==> config.mk <==
export PLATFORM = sky130hd
export DESIGN_NAME = mem_access_unit
export DESIGN_NICKNAME = d
export VERILOG_FILES = /design/src/rtl/mem_access_unit_pkg.sv /design/src/rtl/mem_access_unit_lane_align.sv /design/src/rtl/mem_access_unit.sv
export SDC_FILE = /design/constraint.sdc
export NUM_CORES = 1
export LEC_CHECK = 0
export ABC_CLOCK_PERIOD_IN_PS = 3400
export CELL_PAD_IN_SITES_DETAIL_PLACEMENT = 1
export CELL_PAD_IN_SITES_GLOBAL_PLACEMENT = 1
export CORE_ASPECT_RATIO = 1.5
export CORE_MARGIN = 1
export CORE_UTILIZATION = 35
export DETAILED_ROUTE_END_ITERATION = 8
export GPL_TIMING_DRIVEN = 1
export HOLD_SLACK_MARGIN = 0.06
export PLACE_DENSITY_LB_ADDON = 0.1
export SLEW_MARGIN = 20
export SYNTH_ARGS = -nofsm -noshare
export SYNTH_HDL_FRONTEND = slang
export SYNTH_SLANG_ARGS = --single-unit
==> constraint.sdc <==
create_clock -name clk -period 3.4 [get_ports clk]
set_input_delay 0.68 -clock clk [delete_from_list [all_inputs] [get_ports clk]]
set_output_delay 0.68 -clock clk [all_outputs]
set_load 0.005 [all_outputs]
==> src/rtl/mem_access_unit_pkg.sv <==
// Shared definitions for the data-memory access unit: size codes, FSM
// states, default address width and the request legality check.
package mem_pkg;

  localparam int unsigned ADDR_W_DEF = 9;

  localparam logic [1:0] SZ_BYTE = 2'b00;
  localparam logic [1:0] SZ_HALF = 2'b01;
  localparam logic [1:0] SZ_WORD = 2'b10;

  typedef enum logic [1:0] {
    IDLE = 2'b00,
    RD   = 2'b01,
    WR   = 2'b10,
    RESP = 2'b11
  } state_t;

  // Misaligned halfword/word accesses and the unused size code are rejected.
  function automatic logic is_bad_req(input logic [1:0] size, input logic [1:0] lo);
    return (size == 2'b11) ||
           ((size == SZ_HALF) && lo[0]) ||
           ((size == SZ_WORD) && (lo != 2'b00));
  endfunction

endpackage

==> src/rtl/mem_access_unit_lane_align.sv <==
// Little-endian lane handling between the word-wide memory and the
// byte/half/word requests: load extraction with extension, store merge.
module lane_align
  import mem_pkg::*;
(
  input  logic [31:0] read_data_i,
  input  logic [31:0] wdata_i,
  input  logic [1:0]  offset_i,
  input  logic [1:0]  size_i,
  input  logic        unsigned_i,
  output logic [31:0] load_data_o,
  output logic [31:0] store_data_o
);

  function automatic logic [31:0] extract(input logic [31:0] w, input logic [1:0] off,
                                          input logic [1:0] sz, input logic uns);
    logic [7:0]  b;
    logic [15:0] h;
    logic [31:0] r;
    b = w[{off, 3'b000} +: 8];
    h = off[1] ? w[31:16] : w[15:0];
    case (sz)
      SZ_BYTE: r = uns ? {24'h000000, b} : {{24{b[7]}}, b};
      SZ_HALF: r = uns ? {16'h0000, h} : {{16{h[15]}}, h};
      default: r = w;
    endcase
    return r;
  endfunction

  function automatic logic [31:0] merge(input logic [31:0] old, input logic [31:0] wd,
                                        input logic [1:0] off, input logic [1:0] sz);
    logic [31:0] r;
    r = old;
    case (sz)
      SZ_BYTE: r[{off, 3'b000} +: 8] = wd[7:0];
      SZ_HALF: begin
        if (off[1]) r[31:16] = wd[15:0];
        else        r[15:0]  = wd[15:0];
      end
      default: r = wd;
    endcase
    return r;
  endfunction

  // Pure lane steering; both results are consumed only in the RD state.
  always_comb begin
    load_data_o  = extract(read_data_i, offset_i, size_i, unsigned_i);
    store_data_o = merge(read_data_i, wdata_i, offset_i, size_i);
  end

endmodule

==> src/rtl/mem_access_unit.sv <==
// Initiator side of the word-wide data memory: one load/store in flight,
// sub-word stores done as read-modify-write, all memory outputs registered.
module mem_access_unit
  import mem_pkg::*;
#(
  parameter int unsigned ADDR_W = ADDR_W_DEF,
  parameter int unsigned DATA_W = 32
) (
  input  logic              clk,
  input  logic              rst_n,
  input  logic              req_valid,
  output logic              req_ready,
  input  logic              req_we,
  input  logic [1:0]        req_size,
  input  logic              req_unsigned,
  input  logic [ADDR_W-1:0] req_addr,
  input  logic [DATA_W-1:0] req_wdata,
  output logic              resp_valid,
  output logic [DATA_W-1:0] resp_rdata,
  output logic              resp_err,
  output logic              MemRead,
  output logic              MemWrite,
  output logic [ADDR_W-1:0] addr,
  output logic [DATA_W-1:0] write_data,
  input  logic [DATA_W-1:0] read_data
);

  state_t state_q, state_d;

  logic              we_q, we_d;
  logic [1:0]        size_q, size_d;
  logic              uns_q, uns_d;
  logic [1:0]        off_q, off_d;
  logic [DATA_W-1:0] st_data_q, st_data_d;

  logic              mem_rd_q, mem_rd_d;
  logic              mem_wr_q, mem_wr_d;
  logic [ADDR_W-1:0] addr_q, addr_d;
  logic [DATA_W-1:0] wdata_q, wdata_d;
  logic              resp_valid_q, resp_valid_d;
  logic [DATA_W-1:0] resp_rdata_q, resp_rdata_d;
  logic              resp_err_q, resp_err_d;

  logic [31:0] load_data;
  logic [31:0] merge_data;

  lane_align u_lane_align (
    .read_data_i  (read_data),
    .wdata_i      (st_data_q),
    .offset_i     (off_q),
    .size_i       (size_q),
    .unsigned_i   (uns_q),
    .load_data_o  (load_data),
    .store_data_o (merge_data)
  );

  // Ready is gated by rst_n so nothing is accepted while reset is held.
  assign req_ready  = (state_q == IDLE) && rst_n;
  assign resp_valid = resp_valid_q;
  assign resp_rdata = resp_rdata_q;
  assign resp_err   = resp_err_q;
  assign MemRead    = mem_rd_q;
  assign MemWrite   = mem_wr_q;
  assign addr       = addr_q;
  assign write_data = wdata_q;

  // Next state and next registered outputs: outputs are computed for the
  // state being entered, so MemRead/MemWrite/resp_valid line up with RD/WR/RESP.
  always_comb begin
    state_d      = state_q;
    we_d         = we_q;
    size_d       = size_q;
    uns_d        = uns_q;
    off_d        = off_q;
    st_data_d    = st_data_q;
    mem_rd_d     = 1'b0;
    mem_wr_d     = 1'b0;
    addr_d       = addr_q;
    wdata_d      = wdata_q;
    resp_valid_d = 1'b0;
    resp_rdata_d = resp_rdata_q;
    resp_err_d   = resp_err_q;

    case (state_q)
      IDLE: begin
        if (req_valid) begin
          we_d      = req_we;
          size_d    = req_size;
          uns_d     = req_unsigned;
          off_d     = req_addr[1:0];
          st_data_d = req_wdata;
          if (is_bad_req(req_size, req_addr[1:0])) begin
            state_d      = RESP;
            resp_valid_d = 1'b1;
            resp_err_d   = 1'b1;
            resp_rdata_d = '0;
          end else if (req_we && (req_size == SZ_WORD)) begin
            state_d  = WR;
            mem_wr_d = 1'b1;
            addr_d   = {req_addr[ADDR_W-1:2], 2'b00};
            wdata_d  = req_wdata;
          end else begin
            state_d  = RD;
            mem_rd_d = 1'b1;
            addr_d   = {req_addr[ADDR_W-1:2], 2'b00};
          end
        end
      end
      RD: begin
        if (we_q) begin
          state_d  = WR;
          mem_wr_d = 1'b1;
          wdata_d  = merge_data;
        end else begin
          state_d      = RESP;
          resp_valid_d = 1'b1;
          resp_err_d   = 1'b0;
          resp_rdata_d = load_data;
        end
      end
      WR: begin
        state_d      = RESP;
        resp_valid_d = 1'b1;
        resp_err_d   = 1'b0;
        resp_rdata_d = '0;
      end
      RESP: state_d = IDLE;
      default: state_d = IDLE;
    endcase
  end

  // State, latched request and registered outputs; async reset aborts any access.
  always_ff @(posedge clk or negedge rst_n) begin
    if (!rst_n) begin
      state_q      <= IDLE;
      we_q         <= 1'b0;
      size_q       <= '0;
      uns_q        <= 1'b0;
      off_q        <= '0;
      st_data_q    <= '0;
      mem_rd_q     <= 1'b0;
      mem_wr_q     <= 1'b0;
      addr_q       <= '0;
      wdata_q      <= '0;
      resp_valid_q <= 1'b0;
      resp_rdata_q <= '0;
      resp_err_q   <= 1'b0;
    end else begin
      state_q      <= state_d;
      we_q         <= we_d;
      size_q       <= size_d;
      uns_q        <= uns_d;
      off_q        <= off_d;
      st_data_q    <= st_data_d;
      mem_rd_q     <= mem_rd_d;
      mem_wr_q     <= mem_wr_d;
      addr_q       <= addr_d;
      wdata_q      <= wdata_d;
      resp_valid_q <= resp_valid_d;
      resp_rdata_q <= resp_rdata_d;
      resp_err_q   <= resp_err_d;
    end
  end

endmodule

==> results by group <==
Die
  • Core area: 19200 µm²
  • Initial Util: 35.9%
  • Die Wd: 116 µm
  • DIE HEIGHT: 174 µm
  • Row Count: 62
  • Io pins: 158
  • Die ar.: 20200 µm²

Clocking
  • Clk root buf: clkbuf_16
  • Postcts setup bufs: 0
  • CTS tree: done
  • Post-CTS Hold Buffers: 1
  • Clk slew on worst S/H paths: 60 ps
  • CTS Buf Count: 17
  • Clk Latency, worst-skew pair: 430 ps
  • Maximum buffer depth of the clock tree: 2
  • H-tree levels: 4
  • Resized Gates After CTS: 0
  • CTS Sinks: 115

Critical path
  • Critical Path, Cell by Cell: inv_1 > ha_1 > and2_1 > clkdlybuf4s50_1
  • Slowest stage cell on the critical path: clkdlybuf4s50_1
  • Arrival time at the worst endpoint: 2110 ps
  • Crit start category: flop
  • Buf+Inv Stages, Crit Path: 2
  • CP Max Fanout: 11
  • Critical path class: reg -> out
  • CP Capture Type: primary output
  • CP delay by family, top: buffers and inverters
  • CP max stage delay: 500 ps
  • Critical path data required time: 2720 ps

Detailed routing
  • Number of vias per cell: 5.68
  • Post-route DRC: 0
  • Via count: 6244
  • WL/cell: 22.7 µm
  • Drt first pass iters: 4
  • Starting DRT DRC Count: 248
  • Total wire length: 24900 µm
  • Antenna Violating Nets Remaining: 0

Global routing
  • Initial antenna violation count: 0
  • First-pass GRT wire length: 38700 µm
  • Largest net degree at the start of global routing: 62
  • Gr ovfl total: 0
  • Vias in the first global route: 6765
  • Gr usage total: 25.8%

Power
  • Power Density: 1040 nW/µm²
  • Peak supply drop: 533 µV
  • Lkg Pwr: 0.00385 µW

Yosys
  • Yosys reg bits: 115
  • Async SR Flop Fraction: 100%
  • Number of synthesized flops with an enable pin: 0
  • Cell area after synthesis: 6870 µm²
  • Sequential area share after synthesis: 41.9%
  • Ys flop type: dfrtp_1
  • Synth unique cells: 55
  • YS warnings: 0
  • Post-synthesis average cell area: 9.93 µm²
  • Cells after Synth: 692

Placed design
  • Dpl hpwl: 18300 µm
  • Area after DPL: 8640 µm²
  • Routability cong.: 0.852
  • PortBufs: 155

Run
  • Max-Cap Viols: 0

Layout
  • Post-Layout Inst Area: 9340 µm²
  • Fraction of layout cells with a size suffix above 1: 14.7%
  • Layout Nets: 920
  • Inserted Diodes: 0
  • Area grow syn2layout: 35.9%

STA
  • Final worst-path cycle share: 82.1%
  • Slew Viols, Final: 0
  • TNS Setup: 0 ps
  • Worst-margin pin slew: 770 ps
  • Unrepaired setup endpoints after global routing: false
  • Worst clock skew: 8.42 ps
  • Final setup violation count: 0
  • Fin crit period: 2790 ps
  • Max Freq: 0.358 GHz
  • Final Hold Vio Count: 0
  • Slew HR: 48.3%

Hold path
  • Min-Delay Path Class: reg -> reg

Outcome
  • Status: completed
-- where the power goes --
part	internal (µW)	leakage [µW]	switching [µW]	total (µW)
sequential	2030	0.00145	597	2630
clock	1400	0.000332	693	2100
combinational	2430	0.00207	2580	5010
total	5860	0.00385	3870	9740
-- layout by cell type, fill, tap and decap left out, types with 7 or more instances in the layout --
| cell | n |
|---|---|
| a211oi_1 | 7 |
| a21boi_0 | 8 |
| a21oi_1 | 62 |
| a221o_1 | 23 |
| a22o_1 | 15 |
| a22oi_1 | 15 |
| a32o_1 | 23 |
| and3b_1 | 8 |
| buf_4 | 21 |
| clkbuf_16 | 17 |
| clkdlybuf4s50_1 | 154 |
| dfrtp_1 | 113 |
| ha_1 | 8 |
| inv_1 | 18 |
| mux2_2 | 52 |
| mux2i_1 | 22 |
| nand2_1 | 55 |
| nand2b_1 | 27 |
| nand3b_1 | 8 |
| nor2_1 | 48 |
| nor2b_1 | 13 |
| o2111ai_1 | 8 |
| o21ai_0 | 24 |
| o221ai_1 | 9 |
| o2bb2ai_1 | 22 |
-- through the flow --
step | cells | hold WS (ps) | utilization [%] | power (µW) | worst slack [ps]
floorplan | 693 | 384 | - | 5610 | 1120
global placement | 1067 | 479 | 45.1 | 7430 | 694
detailed placement | 1067 | 476 | 45.1 | 7620 | 623
CTS | 1100 | 496 | 48.7 | 9810 | 562
global route | 1100 | 509 | 48.7 | 10400 | 490
finish | 1100 | 489 | 48.7 | 9740 | 608
-- path summary, 6_finish.rpt --
| path | cells after the start | slack, ps | start | endpoint |
|---|---|---|---|---|
| worst min-delay path | 1 | 490 | resp_rdata[8] | resp_rdata[8] |
| worst max-delay path | 4 | 610 | state_q[0] | req_ready |
| max in group asynchronous | 3 | 1810 | rst_n | off_q[1] |
| min in group asynchronous | 2 | 600 | rst_n | resp_rdata[28] |
| worst max register to register | 7 | 840 | off_q[1] | write_data[30] |
| worst min register to register | 1 | 490 | resp_rdata[8] | resp_rdata[8] |
-- synthesized netlist by cell type (2+ instances only) --
| master | instances | area, µm² |
|---|---|---|
| clkbuf_1 | 22 | 82.6 |
| buf_2 | 20 | 100 |
| a22oi_1 | 15 | 113 |
| nor3_1 | 6 | 30.0 |
| nor2_1 | 48 | 180 |
| buf_4 | 4 | 30.0 |
| nand2_1 | 55 | 206 |
| o21ai_2 | 2 | 17.5 |
| inv_1 | 18 | 67.6 |
| buf_1 | 9 | 33.8 |
| nand3_1 | 4 | 20.0 |
| o2111ai_1 | 8 | 70.1 |
| o221ai_1 | 9 | 78.8 |
| a21oi_1 | 62 | 310 |
| nand3b_1 | 8 | 60.1 |
| o2bb2ai_1 | 22 | 193 |
| o21ai_0 | 24 | 120 |
| a211oi_1 | 7 | 52.6 |
| nand2b_1 | 27 | 169 |
| ha_1 | 9 | 113 |
| mux2i_1 | 22 | 220 |
| nor4bb_1 | 2 | 20.0 |
| dfrtp_1 | 115 | 2880 |
| a41oi_1 | 2 | 17.5 |
| a21boi_0 | 8 | 60.1 |
| buf_6 | 3 | 33.8 |
| nor4b_1 | 3 | 26.3 |
| nor2b_1 | 13 | 81.3 |
| mux2_2 | 52 | 586 |
| a22o_1 | 15 | 131 |
| a32o_1 | 23 | 230 |
| or2_2 | 2 | 12.5 |
| and3b_1 | 8 | 70.1 |
| o22ai_1 | 2 | 12.5 |
| a221o_1 | 23 | 230 |
-- sequential cells by signal (all words and copies together), names as in the netlist --
name / flops
resp_rdata: 32
st_data_q: 32
write_data: 32
addr: 7
off_q: 2
size_q: 2
state_q: 2
MemRead: 1
MemWrite: 1
resp_err: 1
resp_valid: 1
uns_q: 1
we_q: 1
-- cells by family (layout without fill, tap and decap cells) --
logic type               Yosys count  count (layout)  synth area share, %
AO/OA/AOI/OAI                    231             231                 25.4
AND/OR/NAND/NOR                  184             184                 13.8
flip-flops                       115             115                 41.9
buffers and inverters             77             228                 5.12
multiplexers                      75              75                 12.1
adder cells (fa/ha/maj)            9               9                 1.64
other                              1               2               0.0546
-- metal layers --
metal	global-route usage, %	vias to the layer above	part of all wire [%]
li1	-	2863	-
met1	30.4	3143	40
met2	44.1	186	52
met3	4.55	52	4.0
met4	12.9	0	4.1
met5	0	-	0
-- area by class of cell --
cell class / count / area (µm²)
Clock inverter: 14 / 249
Timing Repair Buffer: 177 / 1730
Sequential cell: 115 / 2880
Clock buffer: 18 / 439
Tap cell: 256 / 320
Multi-Input combinational cell: 501 / 3650
Fill cell: 2143 / 9820
Inverter: 19 / 71.3
Power figures use the tool's default switching activity.
